File: src/rtl/core_pkg.sv
// Shared arbiter types and default bus geometry for the memory port arbiter.
package core_pkg;

  localparam int unsigned BUS_ADDR_W     = 64;
  localparam int unsigned BUS_DATA_W     = 64;
  localparam int unsigned ARB_STARVE_MAX = 4;

  typedef enum logic [1:0] {
    ARB_IDLE = 2'd0,
    ARB_DM   = 2'd1,
    ARB_IF   = 2'd2
  } arb_state_e;

endpackage

File: src/rtl/arb_starve_counter.sv
// Saturating count of data grants won while a fetch was waiting.
module arb_starve_counter #(
  parameter int unsigned MAX = 4
) (
  input  logic clk,
  input  logic rst,
  input  logic clr_i,
  input  logic inc_i,
  output logic at_max_c
);

  localparam int unsigned CNT_W = (MAX < 1) ? 1 : $clog2(MAX + 1);

  logic [CNT_W-1:0] cnt_q;
  logic [CNT_W-1:0] cnt_d;

  // Clear has priority; increment saturates at MAX.
  always_comb begin
    cnt_d = cnt_q;
    if (clr_i) begin
      cnt_d = '0;
    end else if (inc_i && (cnt_q != CNT_W'(MAX))) begin
      cnt_d = cnt_q + CNT_W'(1);
    end
  end

  // Counter register.
  always_ff @(posedge clk or negedge rst) begin
    if (!rst) begin
      cnt_q <= '0;
    end else begin
      cnt_q <= cnt_d;
    end
  end

  assign at_max_c = (cnt_q == CNT_W'(MAX));

endmodule

File: src/rtl/mem_port_arbiter.sv
// Shares one valid/ready memory bus port between fetch and the EX/MEM data access.
module mem_port_arbiter
  import core_pkg::*;
#(
  parameter int unsigned ADDR_W     = BUS_ADDR_W,
  parameter int unsigned DATA_W     = BUS_DATA_W,
  parameter int unsigned STARVE_MAX = ARB_STARVE_MAX
) (
  input  logic                  clk,
  input  logic                  rst,
  input  logic                  if_req_i,
  input  logic [ADDR_W-1:0]     if_addr_i,
  output logic [DATA_W-1:0]     if_rdata_o,
  output logic                  if_done_o,
  input  logic                  dm_req_i,
  input  logic                  dm_rw_i,
  input  logic [ADDR_W-1:0]     dm_addr_i,
  input  logic [DATA_W-1:0]     dm_wdata_i,
  input  logic [DATA_W/8-1:0]   dm_wstrb_i,
  output logic [DATA_W-1:0]     dm_rdata_o,
  output logic                  dm_done_o,
  output logic                  dm_err_o,
  output logic                  stall_o,
  output logic                  bus_valid_o,
  output logic                  bus_rw_o,
  output logic [ADDR_W-1:0]     bus_addr_o,
  output logic [DATA_W-1:0]     bus_wdata_o,
  output logic [DATA_W/8-1:0]   bus_wstrb_o,
  input  logic                  bus_ready_i,
  input  logic [DATA_W-1:0]     bus_rdata_i,
  input  logic                  bus_err_i
);

  localparam int unsigned STRB_W = DATA_W / 8;

  arb_state_e state_q, state_d;

  logic              bus_valid_q, bus_valid_d;
  logic              bus_rw_q,    bus_rw_d;
  logic [ADDR_W-1:0] bus_addr_q,  bus_addr_d;
  logic [DATA_W-1:0] bus_wdata_q, bus_wdata_d;
  logic [STRB_W-1:0] bus_wstrb_q, bus_wstrb_d;
  logic [DATA_W-1:0] dm_rdata_q,  dm_rdata_d;
  logic [DATA_W-1:0] if_rdata_q,  if_rdata_d;
  logic              dm_done_q,   dm_done_d;
  logic              if_done_q,   if_done_d;
  logic              dm_err_q,    dm_err_d;

  logic starve_inc;
  logic starve_clr;
  logic starve_at_max;

  arb_starve_counter #(
    .MAX (STARVE_MAX)
  ) u_starve (
    .clk      (clk),
    .rst      (rst),
    .clr_i    (starve_clr),
    .inc_i    (starve_inc),
    .at_max_c (starve_at_max)
  );

  // State register.
  always_ff @(posedge clk or negedge rst) begin
    if (!rst) begin
      state_q <= ARB_IDLE;
    end else begin
      state_q <= state_d;
    end
  end

  // Next state: arbitrate only in IDLE; data wins unless fetch has starved.
  always_comb begin
    state_d = ARB_IDLE;
    case (state_q)
      ARB_IDLE: begin
        if (dm_req_i && !(if_req_i && starve_at_max)) begin
          state_d = ARB_DM;
        end else if (if_req_i) begin
          state_d = ARB_IF;
        end
      end
      ARB_DM:  state_d = bus_ready_i ? ARB_IDLE : ARB_DM;
      ARB_IF:  state_d = bus_ready_i ? ARB_IDLE : ARB_IF;
      default: state_d = ARB_IDLE;
    endcase
  end

  // Outputs: launch the granted beat, hold it while busy, retire on ready.
  always_comb begin
    bus_valid_d = bus_valid_q;
    bus_rw_d    = bus_rw_q;
    bus_addr_d  = bus_addr_q;
    bus_wdata_d = bus_wdata_q;
    bus_wstrb_d = bus_wstrb_q;
    dm_rdata_d  = dm_rdata_q;
    if_rdata_d  = if_rdata_q;
    dm_done_d   = 1'b0;
    if_done_d   = 1'b0;
    dm_err_d    = 1'b0;
    starve_inc  = 1'b0;
    starve_clr  = 1'b0;
    case (state_q)
      ARB_IDLE: begin
        bus_valid_d = 1'b0;
        starve_clr  = !if_req_i || (state_d == ARB_IF);
        starve_inc  = if_req_i && (state_d == ARB_DM);
        if (state_d == ARB_DM) begin
          bus_valid_d = 1'b1;
          bus_rw_d    = dm_rw_i;
          bus_addr_d  = dm_addr_i;
          bus_wdata_d = dm_wdata_i;
          bus_wstrb_d = dm_rw_i ? dm_wstrb_i : '0;
        end else if (state_d == ARB_IF) begin
          bus_valid_d = 1'b1;
          bus_rw_d    = 1'b0;
          bus_addr_d  = if_addr_i;
          bus_wdata_d = '0;
          bus_wstrb_d = '0;
        end
      end
      ARB_DM: begin
        if (bus_ready_i) begin
          bus_valid_d = 1'b0;
          dm_done_d   = 1'b1;
          dm_err_d    = bus_err_i;
          if (!bus_rw_q) begin
            dm_rdata_d = bus_rdata_i;
          end
        end
      end
      ARB_IF: begin
        if (bus_ready_i) begin
          bus_valid_d = 1'b0;
          if_done_d   = 1'b1;
          if_rdata_d  = bus_rdata_i;
        end
      end
      default: bus_valid_d = 1'b0;
    endcase
  end

  // Output registers.
  always_ff @(posedge clk or negedge rst) begin
    if (!rst) begin
      bus_valid_q <= 1'b0;
      bus_rw_q    <= 1'b0;
      bus_addr_q  <= '0;
      bus_wdata_q <= '0;
      bus_wstrb_q <= '0;
      dm_rdata_q  <= '0;
      if_rdata_q  <= '0;
      dm_done_q   <= 1'b0;
      if_done_q   <= 1'b0;
      dm_err_q    <= 1'b0;
    end else begin
      bus_valid_q <= bus_valid_d;
      bus_rw_q    <= bus_rw_d;
      bus_addr_q  <= bus_addr_d;
      bus_wdata_q <= bus_wdata_d;
      bus_wstrb_q <= bus_wstrb_d;
      dm_rdata_q  <= dm_rdata_d;
      if_rdata_q  <= if_rdata_d;
      dm_done_q   <= dm_done_d;
      if_done_q   <= if_done_d;
      dm_err_q    <= dm_err_d;
    end
  end

  assign bus_valid_o = bus_valid_q;
  assign bus_rw_o    = bus_rw_q;
  assign bus_addr_o  = bus_addr_q;
  assign bus_wdata_o = bus_wdata_q;
  assign bus_wstrb_o = bus_wstrb_q;
  assign dm_rdata_o  = dm_rdata_q;
  assign if_rdata_o  = if_rdata_q;
  assign dm_done_o   = dm_done_q;
  assign if_done_o   = if_done_q;
  assign dm_err_o    = dm_err_q;

  // Stall holds the pipeline until the data completion is visible; reset forces it low.
  assign stall_o = rst & dm_req_i & ~dm_done_q;

endmodule

File: config.mk
export PLATFORM = sky130hd
export DESIGN_NAME = mem_port_arbiter
export DESIGN_NICKNAME = d
export VERILOG_FILES = /design/src/rtl/core_pkg.sv /design/src/rtl/arb_starve_counter.sv /design/src/rtl/mem_port_arbiter.sv
export SDC_FILE = /design/constraint.sdc
export NUM_CORES = 1
export LEC_CHECK = 0
export ABC_AREA = 1
export CORE_AREA = 4 4 210 212
export CTS_CLUSTER_DIAMETER = 150
export DETAILED_ROUTE_END_ITERATION = 8
export DIE_AREA = 0 0 214 216
export HOLD_SLACK_MARGIN = 0.03
export SYNTH_ARGS = -nofsm -noshare
export SYNTH_HDL_FRONTEND = slang
export SYNTH_HIERARCHICAL = 1
export SYNTH_SLANG_ARGS = --single-unit
File: constraint.sdc
create_clock -name clk -period 3 [get_ports clk]
set_input_delay 0.45 -clock clk [delete_from_list [all_inputs] [get_ports clk]]
set_output_delay 0.45 -clock clk [all_outputs]
set_load 0.01 [all_outputs]
# After elaboration in Yosys (flattened, before gate mapping)
# Index checks and enable logic that the tools add are counted.
[classes]
n_bitwise = 4
n_reduce_logical = 14
muxes = 27
shifts = 0
order_cmp = 0
addsub = 1
multipliers = 0
eq_ne = 7
div_mod_pow = 0
[op_table]
columns = ["operator", "n"]
rows = [
  ["$mux W64", 4],
  ["$mux W8", 3],
  ["$mux W1", 13],
  ["$mux W2", 3],
  ["$mux W3", 2],
  ["$pmux W2 S3", 1],
  ["$eq A2 B1 Y1 const B", 2],
  ["$eq A2 B2 Y1 const B", 2],
  ["$logic_and A1 B1 Y1", 4],
  ["$reduce_and A2 Y1", 2],
  ["$reduce_bool A2 Y1", 2],
  ["$add A3 B1 Y3 const B", 1],
  ["$eq A3 B3 Y1 const B", 1],
  ["$ne A3 B3 Y1 const B", 1],
  ["$reduce_and A3 Y1", 1],
  ["$and A1 B1 Y1", 2],
  ["$logic_not A1 Y1", 2],
  ["$logic_not A2 Y1", 1],
  ["$ne A2 B1 Y1 const B", 1],
  ["$not A1 Y1", 2],
  ["$pmux W1 S2", 1],
  ["$reduce_or A2 Y1", 1],
  ["$logic_or A1 B1 Y1", 1],
]
[totals]
ff_bits = 274
latch_bits = 0
rom_bits = 0
in_bits = 271
out_inout_bits = 270
ram_bits = 0
memories = 0

# Longest topological paths before layout
# Gate-level depths: netlist of run 1.
[depth]
depth_word = 12
mapped_depth = 20
ltp_nobuf = 17

# By module
# Netlist of run 1, hierarchy kept.
[modules_own_cells]
columns = ["module", "area_each_um2", "seq_area_each_um2", "cells_each", "n_inst"]
rows = [
  ["mem_port_arbiter", 11134.4, 6781.5, 1250, 1],
  ["arb_starve_counter", 185.2, 75.1, 25, 1],
]

# Worst setup path before layout of run 1
# No wires, ideal clock.
[synth_timing]
path_kind = "register to register"
startpoint = "register u_starve.cnt_q[0]"
endpoint = "register u_starve.cnt_q[2]"
t_arrival_ns = 2.054
setup_time_ns = 0.117
stages_incl_launch_ff = 21
required_time_ns = 2.883
n_path_buf = 3
slack_ns = 0.830
path_cell_list = "dfrtp_1 inv_1 ha_1 nand2_2 inv_1 nand2_1 nand3_1 nand2_1 nand2_1 inv_1 ha_1 buf_4 inv_2 buf_6 buf_2 nor2_1 nand2_1 inv_1 nand2_1 nand2_1 nor2_1"
[synth_between]
elab_chain_len = 11
elab_cells_between_ends = 18
classes_between = "1 x add/sub; 4 x eq/ne; 6 x mux; 7 x reduce/logical"
[synth_lines]
columns = ["item", "line_no", "source"]
rows = [
  ["start: declaration", "arb_starve_counter.sv:14", "logic [CNT_W-1:0] cnt_q;"],
  ["start signal: assignment", "arb_starve_counter.sv:32", "cnt_q <= cnt_d;"],
  ["$eq A3 B3 Y1", "arb_starve_counter.sv:36", "assign at_max_c = (cnt_q == CNT_W'(MAX));"],
  ["net starve_at_max", "mem_port_arbiter.sv:51", "logic starve_at_max;"],
  ["$logic_and A1 B1 Y1", "mem_port_arbiter.sv:77", "if (dm_req_i && !(if_req_i && starve_at_max)) begin"],
  ["$logic_not A1 Y1", "mem_port_arbiter.sv:77", ""],
  ["$logic_and A1 B1 Y1", "mem_port_arbiter.sv:77", ""],
  ["$mux W2", "mem_port_arbiter.sv:77", ""],
  ["$pmux W2 S3", "mem_port_arbiter.sv:75", "case (state_q)"],
  ["net state_d[0]", "mem_port_arbiter.sv:36", "arb_state_e state_q, state_d;"],
  ["$eq A2 B1 Y1", "mem_port_arbiter.sv:107", "starve_inc = if_req_i && (state_d == ARB_DM);"],
  ["$logic_and A1 B1 Y1", "mem_port_arbiter.sv:107", ""],
  ["$mux W1", "mem_port_arbiter.sv:103", "case (state_q)"],
  ["net starve_inc", "mem_port_arbiter.sv:49", "logic starve_inc;"],
  ["$logic_and A1 B1 Y1", "arb_starve_counter.sv:22", "end else if (inc_i && (cnt_q != CNT_W'(MAX))) begin"],
  ["$reduce_bool A2 Y1 (no line)", "--", ""],
]
# The timed path passes the listed nets, and every way through them passes these cells. The select of a mux whose other input is x is not followed.
# A chain may end at the register's enable or synchronous reset.

# Final worst setup path of run 1
[layout_timing]
startpoint = "register u_starve.cnt_q[0]"
endpoint = "register bus_wstrb_q[5] (netlist: bus_wstrb_o[5])"
[layout_between]
elab_chain_len = 9
elab_cells_between_ends = 11
classes_between = "3 x eq/ne; 3 x mux; 5 x reduce/logical"
[layout_lines]
columns = ["item", "line_no", "source"]
rows = [
  ["$eq A3 B3 Y1 *", "arb_starve_counter.sv:36", ""],
  ["net starve_at_max", "mem_port_arbiter.sv:51", ""],
  ["$logic_and A1 B1 Y1 *", "mem_port_arbiter.sv:77", ""],
  ["$logic_not A1 Y1 *", "mem_port_arbiter.sv:77", ""],
  ["$logic_and A1 B1 Y1 *", "mem_port_arbiter.sv:77", ""],
  ["$mux W2 *", "mem_port_arbiter.sv:77", ""],
  ["$pmux W2 S3 *", "mem_port_arbiter.sv:75", ""],
  ["net state_d[0]", "mem_port_arbiter.sv:36", ""],
  ["$eq A2 B2 Y1 or $eq A2 B1 Y1 (tied branches)", "mem_port_arbiter.sv:114, mem_port_arbiter.sv:108", ""],
  ["$reduce_bool A2 Y1 (no line)", "--", ""],
  ["$reduce_and A2 Y1 (no line)", "--", ""],
  ["end signal: assignment", "mem_port_arbiter.sv:161", "bus_wstrb_q <= bus_wstrb_d;"],
  ["end: declaration", "mem_port_arbiter.sv:42", "logic [STRB_W-1:0] bus_wstrb_q, bus_wstrb_d;"],
]
# Mark *: on every way through the listed nets, which the timed path passes. The rest lies on a longest branch.

==> results.yml, run 1 <==
timing:
  fin_tns_setup_ns: 0
  worst_slack_ns: 0.468
  clock_skew_ns: 0.0111
  slew_violations: 0
  setup_viol_count_final: 0
  tightest_slew_ns: 0.788
  fin_crit_sh: 0.844
  fmaxAchievable_mhz: 395
  hold_viol: 0
  relSlewSlack: 0.475
  period_needed_ns: 2.53
  rsz0062_at_grt: "no"
placement:
  hpwl_um: 30300
  pre_cts_ws_ns: 0.198
  port_buffers: 540
  gp_congestion: 0.838
synthesis:
  syn_area_per_cell_um2: 8.88
  synth.distinct_cells: 20
  yosysWarnings: 6
  seq_area_frac_synth: 0.606
  syn_nets: 1554
  synth_cells: 1275
  syn_area_um2: 11300
  ys_ff_latch: 274
layout:
  drive_above_1_share: 0.0518
  final_common_cell: "nand2_1"
  final_cell_mix: "nand2_1 (540), clkdlybuf4s50_1 (539), dfrtp_1 (274)"
  fin_util: 0.439
  fillers: 4117
  area_growth_pct: 62.6
  fin_nets: 2089
floorplanning:
  start_util: 0.270
  die_h_um: 216
  die_width_um: 214
  ios: 541
  die_area_um2: 46200
  design.core.area_um2: 41900
  rows: 75
run_status:
  outcome: "finished, final reports clean"
setup_path:
  worstSetupPathType: "flip-flop to flip-flop"
  critPathRequiredTime_ns: 3.41
  crit_arrival_ns: 2.94
  reg2reg_from: "u_starve/cnt_q[0]"
  cp_max_fo: 59
  cp-start-kind: "flip-flop"
  r2r_cells: 14
  worstSetupStartpoint: "u_starve/cnt_q[0]"
  cp-end-kind: "flip-flop"
cts:
  cts_buffers: 31
  cts_tree: "yes"
  clock_path_buffers: 3
  worstSkewPairLatency_ns: 0.55
  clkTransAtPathRegs_ns: 0.06
  htreeDepth: 1
  post_cts_resized: 0
  clock_sinks: 274
  clock-root-buffer: "clkbuf_16"
grt:
  top_usage_layer: "met2"
  grt_pass1_wl_um: 61300
  first_global_vias: 10400
  grt_use_met1: 0.200
  grt.total_usage: 0.165
  gr-usage-met3: 0.0439
  grt_util_met2: 0.288
  grt_overflow: 0
  antenna_found_initial: 4
  grt_max_degree: 143
pwr:
  p_comb_frac: 0.467
  clkPwrFrac: 0.203
  p_int_mw: 12.3
  swShare: 0.362
  switchingPower_mw: 6.99
  power.leakage_nw: 8.98
  p_per_area_nw_per_um2: 1050
  pwr-share-seq: 0.330
  ir_drop_mv: 0.535
routing:
  wl_per_cell_um: 16.8
  first_pass_iters: 6
  vias_per_cell: 4.31
  drc_errors: 0
  vias: 10200
  ant_nets: 0
  first_iter_violations: 686
  drt_wl_total_um: 39900
worst_hold_path:
  hold_class: "input port to async pin"
flow_run:
  cap_violations: 0
==> cells by family after synthesis <==
kind of cell,count (synthesis),synth area share
adders and majority gates,8,0.00884
buffers and inverters,222,0.0909
and+or+nand+nor,568,0.191
AOI/OAI and AO/OA,203,0.104
DFF,274,0.606
==> Yosys cell counts, drive strengths merged <==
library cell / n / area [µm²]
nand2: 544 / 2050
dfrtp: 274 / 6860
inv: 148 / 556
o21ai: 137 / 686
o211ai: 64 / 480
buf: 56 / 399
clkbuf: 18 / 73.8
nand3: 11 / 55.1
nor2: 11 / 43.8
ha: 8 / 100
a21oi: 2 / 10.0
nand4: 2 / 12.5
==> routing by layer <==
metal	share of wire	vias up
met5	0.00033	-
met4	0.031	2
met3	0.066	63
met2	0.50	342
met1	0.40	4810
li1	-	5023
==> state kept, by name (all words and copies together) (netlist names) <==
| register | count |
|---|---|
| bus_addr_o | 64 |
| bus_valid_o | 1 |
| bus_wstrb_o | 8 |
| if_rdata_o | 64 |
| bus_wdata_o | 64 |
| bus_rw_o | 1 |
| u_starve/cnt_q | 3 |
| if_done_o | 1 |
| dm_done_o | 1 |
| dm_rdata_o | 64 |
| state_q | 2 |
| dm_err_o | 1 |
==> path summary, 6_finish.rpt <==
kind	to	slack (ns)
min in group clk	dm_err_o	0.42
max reg2reg	bus_wstrb_o[5]	0.47
max in group asynchronous	if_rdata_o[59]	1.59
min	bus_wdata_o[40]	0.34
min reg2reg	bus_wdata_o[25]	0.48
max	bus_wstrb_o[5]	0.47
==> critical path: stages, from the launching register on <==
cell and delay, ns:
dfrtp_1 0.40, inv_1 0.08, ha_1 0.18, nand2_2 0.09
inv_1 0.06, nand2_1 0.06, nand3_1 0.07, nand2_1 0.05
nand2_1 0.08, inv_1 0.06, ha_1 0.33, inv_1 0.08
nand2_4 0.13, buf_4 0.51, o21ai_0 0.17
==> through the flow <==
step	hold WS (ns)	area [µm²]	cells	total power, mW
after floorplan	0.154	11300	1275	10.4
after global placement	0.323	17300	2315	15.4
after detailed placement	0.319	17300	2315	15.5
after CTS	0.309	18400	2372	19.6
after global routing	0.341	18400	2374	20.6
final	0.336	18400	2375	19.3
==> final cells by class <==
cell class | instances | area (µm²) | share of cell area
Multi-Input combinational cell | 779 | 3470 | 0.188
Timing Repair Buffer | 576 | 5780 | 0.314
Sequential cell | 274 | 6860 | 0.373
Tap cell | 539 | 674 | 0.0366
Antenna cell | 3 | 7.51 | 0.000408
Clock inverter | 12 | 163 | 0.00884
Clock buffer | 44 | 895 | 0.0486
Inverter | 148 | 557 | 0.0303
==> timing repair <==
action	4_1_cts	5_1_grt
hold buffers	1	0
buffers inserted	0	0
endpoints found under the setup margin	0	0
hold endpoints to repair	23	0
==> power by group through the flow <==
stage | clock network (mW) | logic, mW | registers [mW]
floorplan | 0 | 3.29 | 7.09
global placement | 0 | 9.05 | 6.34
detailed placement | 0 | 9.16 | 6.39
CTS | 4.05 | 9.18 | 6.37
global route | 4.20 | 9.86 | 6.57
finish | 3.92 | 9.01 | 6.36
Note: power is estimated with default switching activity, not from simulation.
==> inputs of run 2 (changes only) <==
- clock period: 3 -> 2.7 ns (I/O delays scaled with it)
==> results.yml, run 2 (synthesis gave the netlist of run 1 again) <==
run_status:
  outcome: "finished, final reports clean"
cts:
  cts_tree: "yes"
  htreeDepth: 2
  clock-root-buffer: "clkbuf_16"
  cts_buffers: 35
  holdBufCountCts: 1
  clkTransAtPathRegs_ns: 0.05
  worstSkewPairLatency_ns: 0.53
  clock_sinks: 274
  post_cts_resized: 0
  post_cts_buffers: 0
  clock_path_buffers: 3
timing:
  tightest_slew_ns: 0.739
  slew_violations: 0
  period_needed_ns: 2.41
  worst_slack_ns: 0.286
  fin_tns_setup_ns: 0
  setup_viol_count_final: 0
  clock_skew_ns: 0.0174
  hold_viol: 0
  rsz0062_at_grt: "no"
  fmaxAchievable_mhz: 414
  fin_crit_sh: 0.894
  relSlewSlack: 0.507
  whs_ns: 0.405
routing:
  drt_wl_total_um: 39900
  drc_errors: 0
  vias: 10200
  first_pass_iters: 5
  first_iter_violations: 711
  ant_nets: 0
  wl_per_cell_um: 16.8
  vias_per_cell: 4.30
floorplanning:
  die_area_um2: 46200
  start_util: 0.270
  die_h_um: 216
  die_width_um: 214
  rows: 75
  ios: 541
  design.core.area_um2: 41900
pwr:
  power.leakage_nw: 9.00
  p_int_mw: 13.8
  switchingPower_mw: 7.87
  clkPwrFrac: 0.212
  pwr-share-seq: 0.325
  ir_drop_mv: 0.683
  p_per_area_nw_per_um2: 1180
  swShare: 0.362
  p_comb_frac: 0.463
layout:
  fin_nets: 2083
  final_common_cell: "nand2_1"
  area_growth_pct: 63.2
  fillers: 4066
  drive_above_1_share: 0.0476
  final_cell_mix: "nand2_1 (540), clkdlybuf4s50_1 (539), dfrtp_1 (274)"
  finalInstanceArea_um2: 18500
  final_cells: 2370
worst_hold_path:
  hold_class: "input port to flip-flop"
setup_path:
  critPathRequiredTime_ns: 3.15
  cp_slowest_cell: "dfrtp_1"
  cp-end-kind: "flip-flop"
  cp_max_fo: 46
  max_stage_delay_ns: 0.41
  crit_arrival_ns: 2.86
  cp-start-kind: "flip-flop"
  worstSetupPathType: "flip-flop to flip-flop"
  crit_chain: "inv_1, ha_1, nand2_1, inv_1, nand2_1, nand2_1, nand2_1, ha_1, nor2_4, buf_12, o211ai_1, nand2_1"
  cpMostUsedCell: "nand2_1"
placement:
  port_buffers: 540
  pre_cts_ws_ns: 0.185
  postPlaceCellArea_um2: 17300
  gp_congestion: 0.839
  hpwl_um: 29800
  placedCellCount: 2305
grt:
  grt_overflow: 0
  first_global_vias: 10500
  antenna_found_initial: 2
  grt.total_usage: 0.167
  grt_max_degree: 129
  grt_pass1_wl_um: 61900
flow_run:
  cap_violations: 0
==> run 2: power groups by stage <==
stage	clock network, mW	logic [mW]	registers [mW]
floorplan	0	3.66	7.88
global placement	0	10.1	7.04
detailed placement	0	10.2	7.07
CTS	4.79	10.2	7.05
global route	4.97	11.0	7.29
finish	4.61	10.1	7.05
==> run 2: through the flow <==
stage                     total power, mW   util
final                                21.7  0.441
after global routing                 23.3  0.440
after CTS                            22.1  0.440
after detailed placement             17.3  0.413
after global placement               17.1  0.413
after floorplan                      11.5      -
==> run 2: per-layer routing <==
layer	vias up	track usage	routed length (µm)
li1	5014	-	-
met2	325	0.287	19700
met1	4770	0.202	16200
met5	-	0	20
met3	71	0.0459	2670
met4	2	0.0625	1300
==> run 2: final cells by class <==
class	count	area [µm²]	share of cell area
diodes	2	5.00	0.000271
repair buffers	566	5780	0.313
clock inverters	11	128	0.00691
multi-input cells	779	3470	0.188
flip-flops and latches	274	6860	0.371
clock buffers	51	1010	0.0545
well taps	539	674	0.0365
inverters	148	557	0.0301
==> run 2: path summary, 6_finish.rpt <==
check                                startpoint               to  slack, ns  cells past startpoint
worst max-delay path                 state_q[0]    bus_addr_o[0]       0.29                     12
worst min-delay path                  bus_err_i         dm_err_o       0.41                      3
worst max register to register       state_q[0]    bus_addr_o[0]       0.29                     12
worst min register to register  bus_wdata_o[43]  bus_wdata_o[43]       0.47                      2
max in group asynchronous                   rst   dm_rdata_o[24]       0.97                      4
min in group asynchronous                   rst  bus_wdata_o[46]       0.57                      3
==> run 2: worst max-delay path, delay by kind of cell, from the launching register on <==
kind	cells	cell delay (ns)
adders and majority gates	2	0.64
and+or+nand+nor	6	0.59
buffers and inverters	3	0.41
DFF	1	0.41
AOI/OAI and AO/OA	1	0.25
